## src/rtl/fifo_sync_param.sv

```systemverilog
// Single-clock elastic FIFO with fill count, programmable almost flags and any DEPTH >= 2.
// Define FIFO_FWFT_EN for first-word-fall-through reads; the default build uses a registered read.
module fifo_sync_param #(
  parameter int WIDTH         = 8,
  parameter int DEPTH         = 16,
  parameter int AFULL_THRESH  = DEPTH - 2,
  parameter int AEMPTY_THRESH = 2,
  parameter int PTR_WIDTH     = $clog2(DEPTH),
  parameter int CNT_WIDTH     = $clog2(DEPTH + 1)
) (
  input  logic                 clk,
  input  logic                 rst,
  input  logic [WIDTH-1:0]     w_data,
  input  logic                 wr_en,
  input  logic                 rd_en,
  output logic [WIDTH-1:0]     r_data,
  output logic                 full,
  output logic                 empty,
  output logic                 almost_full,
  output logic                 almost_empty,
  output logic [CNT_WIDTH-1:0] count,
  output logic                 wr_error,
  output logic                 rd_error
);

  localparam logic [PTR_WIDTH-1:0] LAST_PTR = PTR_WIDTH'(DEPTH - 1);
  localparam logic [CNT_WIDTH-1:0] FULL_CNT = CNT_WIDTH'(DEPTH);
  localparam logic [CNT_WIDTH-1:0] AF_CNT   = CNT_WIDTH'(AFULL_THRESH);
  localparam logic [CNT_WIDTH-1:0] AE_CNT   = CNT_WIDTH'(AEMPTY_THRESH);

  logic [WIDTH-1:0]     mem [DEPTH];
  logic [PTR_WIDTH-1:0] wr_ptr;
  logic [PTR_WIDTH-1:0] rd_ptr;
  logic                 wr_acc;
  logic                 rd_acc;

  // Pointers wrap by explicit compare so DEPTH need not be a power of two.
  function automatic logic [PTR_WIDTH-1:0] next_ptr(input logic [PTR_WIDTH-1:0] p);
    return (p == LAST_PTR) ? '0 : p + 1'b1;
  endfunction

  assign full         = (count == FULL_CNT);
  assign empty        = (count == '0);
  assign almost_full  = (count >= AF_CNT);
  assign almost_empty = (count <= AE_CNT);

  // A read frees the slot the write lands in, so a full FIFO still accepts a write alongside it.
  assign rd_acc = rd_en && !empty;
  assign wr_acc = wr_en && (!full || rd_acc);

  always_ff @(posedge clk or negedge rst) begin
    if (!rst) begin
      wr_ptr   <= '0;
      rd_ptr   <= '0;
      count    <= '0;
      wr_error <= 1'b0;
      rd_error <= 1'b0;
    end else begin
      if (wr_acc) wr_ptr <= next_ptr(wr_ptr);
      if (rd_acc) rd_ptr <= next_ptr(rd_ptr);
      if (wr_acc && !rd_acc)      count <= count + 1'b1;
      else if (rd_acc && !wr_acc) count <= count - 1'b1;
      wr_error <= wr_en && !wr_acc;
      rd_error <= rd_en && !rd_acc;
    end
  end

  always_ff @(posedge clk) begin
    if (wr_acc) mem[wr_ptr] <= w_data;
  end

`ifdef FIFO_FWFT_EN
  // Head word is presented combinationally; rd_en only pops it.
  assign r_data = empty ? '0 : mem[rd_ptr];
`else
  always_ff @(posedge clk or negedge rst) begin
    if (!rst)        r_data <= '0;
    else if (rd_acc) r_data <= mem[rd_ptr];
  end
`endif

endmodule

```

## config.mk

```make
export PLATFORM = sky130hd
export DESIGN_NAME = fifo_sync_param
export DESIGN_NICKNAME = d
export VERILOG_FILES = /design/src/rtl/fifo_sync_param.sv
export SDC_FILE = /design/constraint.sdc
export NUM_CORES = 1
export LEC_CHECK = 0
export ABC_AREA = 0
export BUFFER_PORTS_ARGS = -buffer_cell sky130_fd_sc_hd__buf_2
export CAP_MARGIN = 25
export CORE_MARGIN = 10
export CORE_UTILIZATION = 53
export DETAILED_ROUTE_END_ITERATION = 16
export GPL_TIMING_DRIVEN = 1
export PLACE_DENSITY = 0.77
export SLEW_MARGIN = 30
export SYNTH_ARGS = -nofsm -noshare
export SYNTH_HDL_FRONTEND = slang
export SYNTH_SLANG_ARGS = --single-unit
export TNS_END_PERCENT = 50
```

## constraint.sdc

```tcl
create_clock -name clk -period 5.8 [get_ports clk]
set_input_delay 0.58 -clock clk [delete_from_list [all_inputs] [get_ports clk]]
set_output_delay 0.58 -clock clk [all_outputs]
set_load 0.02 [all_outputs]
```

==> impl_metrics.toml <==
[status]
status = "finished, final reports clean"

[critical_path]
required_ns = 6.14
critical_path_class = "register to register"
rrSetupSlack_ns = 2.76
reg2reg_from = "count[0]$_DFFE_PN0P_"
critPathCaptureType = "register"
path_cells = "nor4_1, a21boi_4, inv_1, ha_1, inv_1, fa_1, a21o_1, a21oi_1, mux2i_1, xnor2_1"
slowest_stage = "nor4_1"
reg2regPathDepth = 10
crit_buf_inv = 2
critical-path-top-delay-family = "simple AND/OR/NAND/NOR gates"
crit_top_cell = "inv_1"
worst_ep_arrival_time_ns = 3.39
start_kind = "register"
crit_path_max_fanout = 22
max_stage_delay_ns = 0.68
crit_cells = 10
reg2reg_to = "count[4]$_DFFE_PN0P_"

[pwr]
switching_share = 0.324
max-vdd-ir-drop_mv = 0.250
power_leakage_nw = 2.50
pwr-share-comb = 0.277
power_density_nw_per_um2 = 504
power.internal_mw = 2.37
seq_power_share = 0.423
p_total_mw = 3.50
p_switching_mw = 1.14
p_clk_frac = 0.300

[timing]
min_period_ns = 3.04
finalSetupViolations = 0
maxSlewHeadroom = 0.431
setup_slack_ns = 2.76
fin_worst_skew_ns = 0.00718
tightest_slew_ns = 0.851
final.setup.tns_ns = 0
whs_ns = 0.124
max_freq_mhz = 329
min_period_over_period = 0.525
rsz0062_at_grt = "false"
hold_viol = 0
slew_violations = 0

[grt]
grt_busiest_layer = "met2"
grtUsageMet1 = 0.198
grtUsageMet3 = 0.0463
grt_pass1_vias = 3434
track_usage = 0.156
antenna_found_initial = 0
grt_max_degree = 27
grt-ovfl-total = 0
grt_pass1_wl_mm = 19.2
grt_util_met2 = 0.242

[layout]
layout_commonest_cell = "edfxtp_1"
num-fill-cells = 788
diodes = 0
area_growth_pct = 13.8
layout_common_cells = "edfxtp_1 (128), mux2i_1 (49), nor2_1 (32)"
nNetsFinal = 429
drive_gt1_frac = 0.190

[hold_path]
hold_class = "primary input to asynchronous set/reset pin"

[route]
drt_iter0_markers = 264
post_drt_wl_per_cell_um = 21.9
drc = 0
drt-total-wl_mm = 12.4
antenna_left = 0
viasPerCell = 5.94
dr.pass1.iters = 5
vias = 3344

[die]
die_y_um = 127
num_io_pins = 31
initial_core_util = 0.537
die_w_um = 127
core_um2 = 11400
rows = 39
die_area_um2 = 16200

[clock_tree]
clk-insertion-delay-late_ns = 0.42
post_cts_buffers = 0
cts_hold_buf = 0
clockRootBuffer = "clkbuf_16"
clk_pin_slew_ns = 0.06
clockBufferDepth = 2
cts.sinks = 151
ctsResizeCount = 0
cts_tree = "done"
htree_levels = 4
numCtsBuffers = 17

[place]
gp_congestion = 0.871
hpwl_mm = 8.01
io_buffers = 30
pre_cts_ws_ns = 2.79

[yosys]
yosysWarnings = 0
syn_avg_cell_area_um2 = 16.4
synth_cells = 373
async_flop_share = 0.152
synth_ff_type = "edfxtp_1"
ys_ff_latch = 151
synth_area_um2 = 6110
synth_edf_count = 128
ys_seq_area_frac = 0.723
syn_nets = 395
synth_cell_types = 43

[job]
cap_viol_max_count = 0
==> layout make-up <==
type / instances / area (um^2) / area share
flip-flops and latches: 151 / 4420 / 0.635
well taps: 143 / 179 / 0.0257
multi-input cells: 196 / 1580 / 0.227
clock inverters: 11 / 124 / 0.0178
clock buffers: 21 / 440 / 0.0633
inverters: 5 / 18.8 / 0.00270
repair buffers: 36 / 195 / 0.0281
==> registers in the layout, summed over array words and instances, names as in the netlist <==
register and cells:
mem 128, r_data 8, count 5, rd_ptr 4, wr_ptr 4, rd_error 1, wr_error 1
==> worst max-delay path by stage <==
stage / start / to / slack (ns)
after CTS: count[0]$_DFFE_PN0P_ / count[4]$_DFFE_PN0P_ / 2.80
final: count[0]$_DFFE_PN0P_ / count[4]$_DFFE_PN0P_ / 2.76
after floorplan: count[0]$_DFFE_PN0P_ / count[4]$_DFFE_PN0P_ / 2.94
after global placement: rd_en / count[4]$_DFFE_PN0P_ / 2.90
after global routing: count[0]$_DFFE_PN0P_ / count[4]$_DFFE_PN0P_ / 2.62
after detailed placement: rd_en / count[4]$_DFFE_PN0P_ / 2.79
==> per-layer routing <==
layer,up-vias,wire [um],share of wire
li1,1528,-,-
met3,30,577,0.047
met5,-,0,0
met2,103,6010,0.49
met1,1683,5320,0.43
met4,0,445,0.036
==> cells by family after synthesis <==
group / Yosys count / synth area share
mux: 60 / 0.115
compound gates: 56 / 0.0608
simple gates: 64 / 0.0492
buf+inv: 26 / 0.0209
flops: 151 / 0.723
xor+xnor: 6 / 0.00860
fa+ha+maj: 10 / 0.0217
==> through the flow <==
stage,cell area [um^2],instances,utilization
floorplan,6110,373,-
global placement,6380,531,0.561
detailed placement,6380,531,0.561
CTS,6950,563,0.611
global route,6950,563,0.612
finish,6950,563,0.612
==> cells in the mapped netlist, drive strengths merged, types with 5 or more instances <==
cell type | count | area (um^2)
o21ai | 12 | 60.1
o22ai | 16 | 100
inv | 5 | 18.8
mux4 | 8 | 180
nor2 | 32 | 120
mux2i | 49 | 490
dfrtp | 23 | 576
nand3 | 5 | 30.0
edfxtp | 128 | 3840
a31oi | 9 | 56.3
xnor2 | 5 | 43.8
nand2 | 10 | 37.5
buf | 13 | 76.3
nor3 | 5 | 25.0
clkbuf | 8 | 32.5
ha | 9 | 113
a221oi | 8 | 70.1
==> worst register-to-register path, cell delays in order (launching register included) <==
cell and delay (ns):
dfrtp_1 0.47, nor4_1 0.68, a21boi_4 0.29, inv_1 0.12
ha_1 0.16, inv_1 0.11, fa_1 0.43, a21o_1 0.17
a21oi_1 0.17, mux2i_1 0.23, xnor2_1 0.14
==> power groups by stage <==
stage               Sequential, mW  Clock, mW  Combinational, mW
finish                        1.48       1.05              0.970
detailed placement            1.50          0              0.973
global placement              1.49          0              0.945
floorplan                     1.48          0              0.713
global route                  1.50       1.11               1.06
CTS                           1.48       1.06              0.977
No activity file was read; power rests on OpenSTA's default activity.
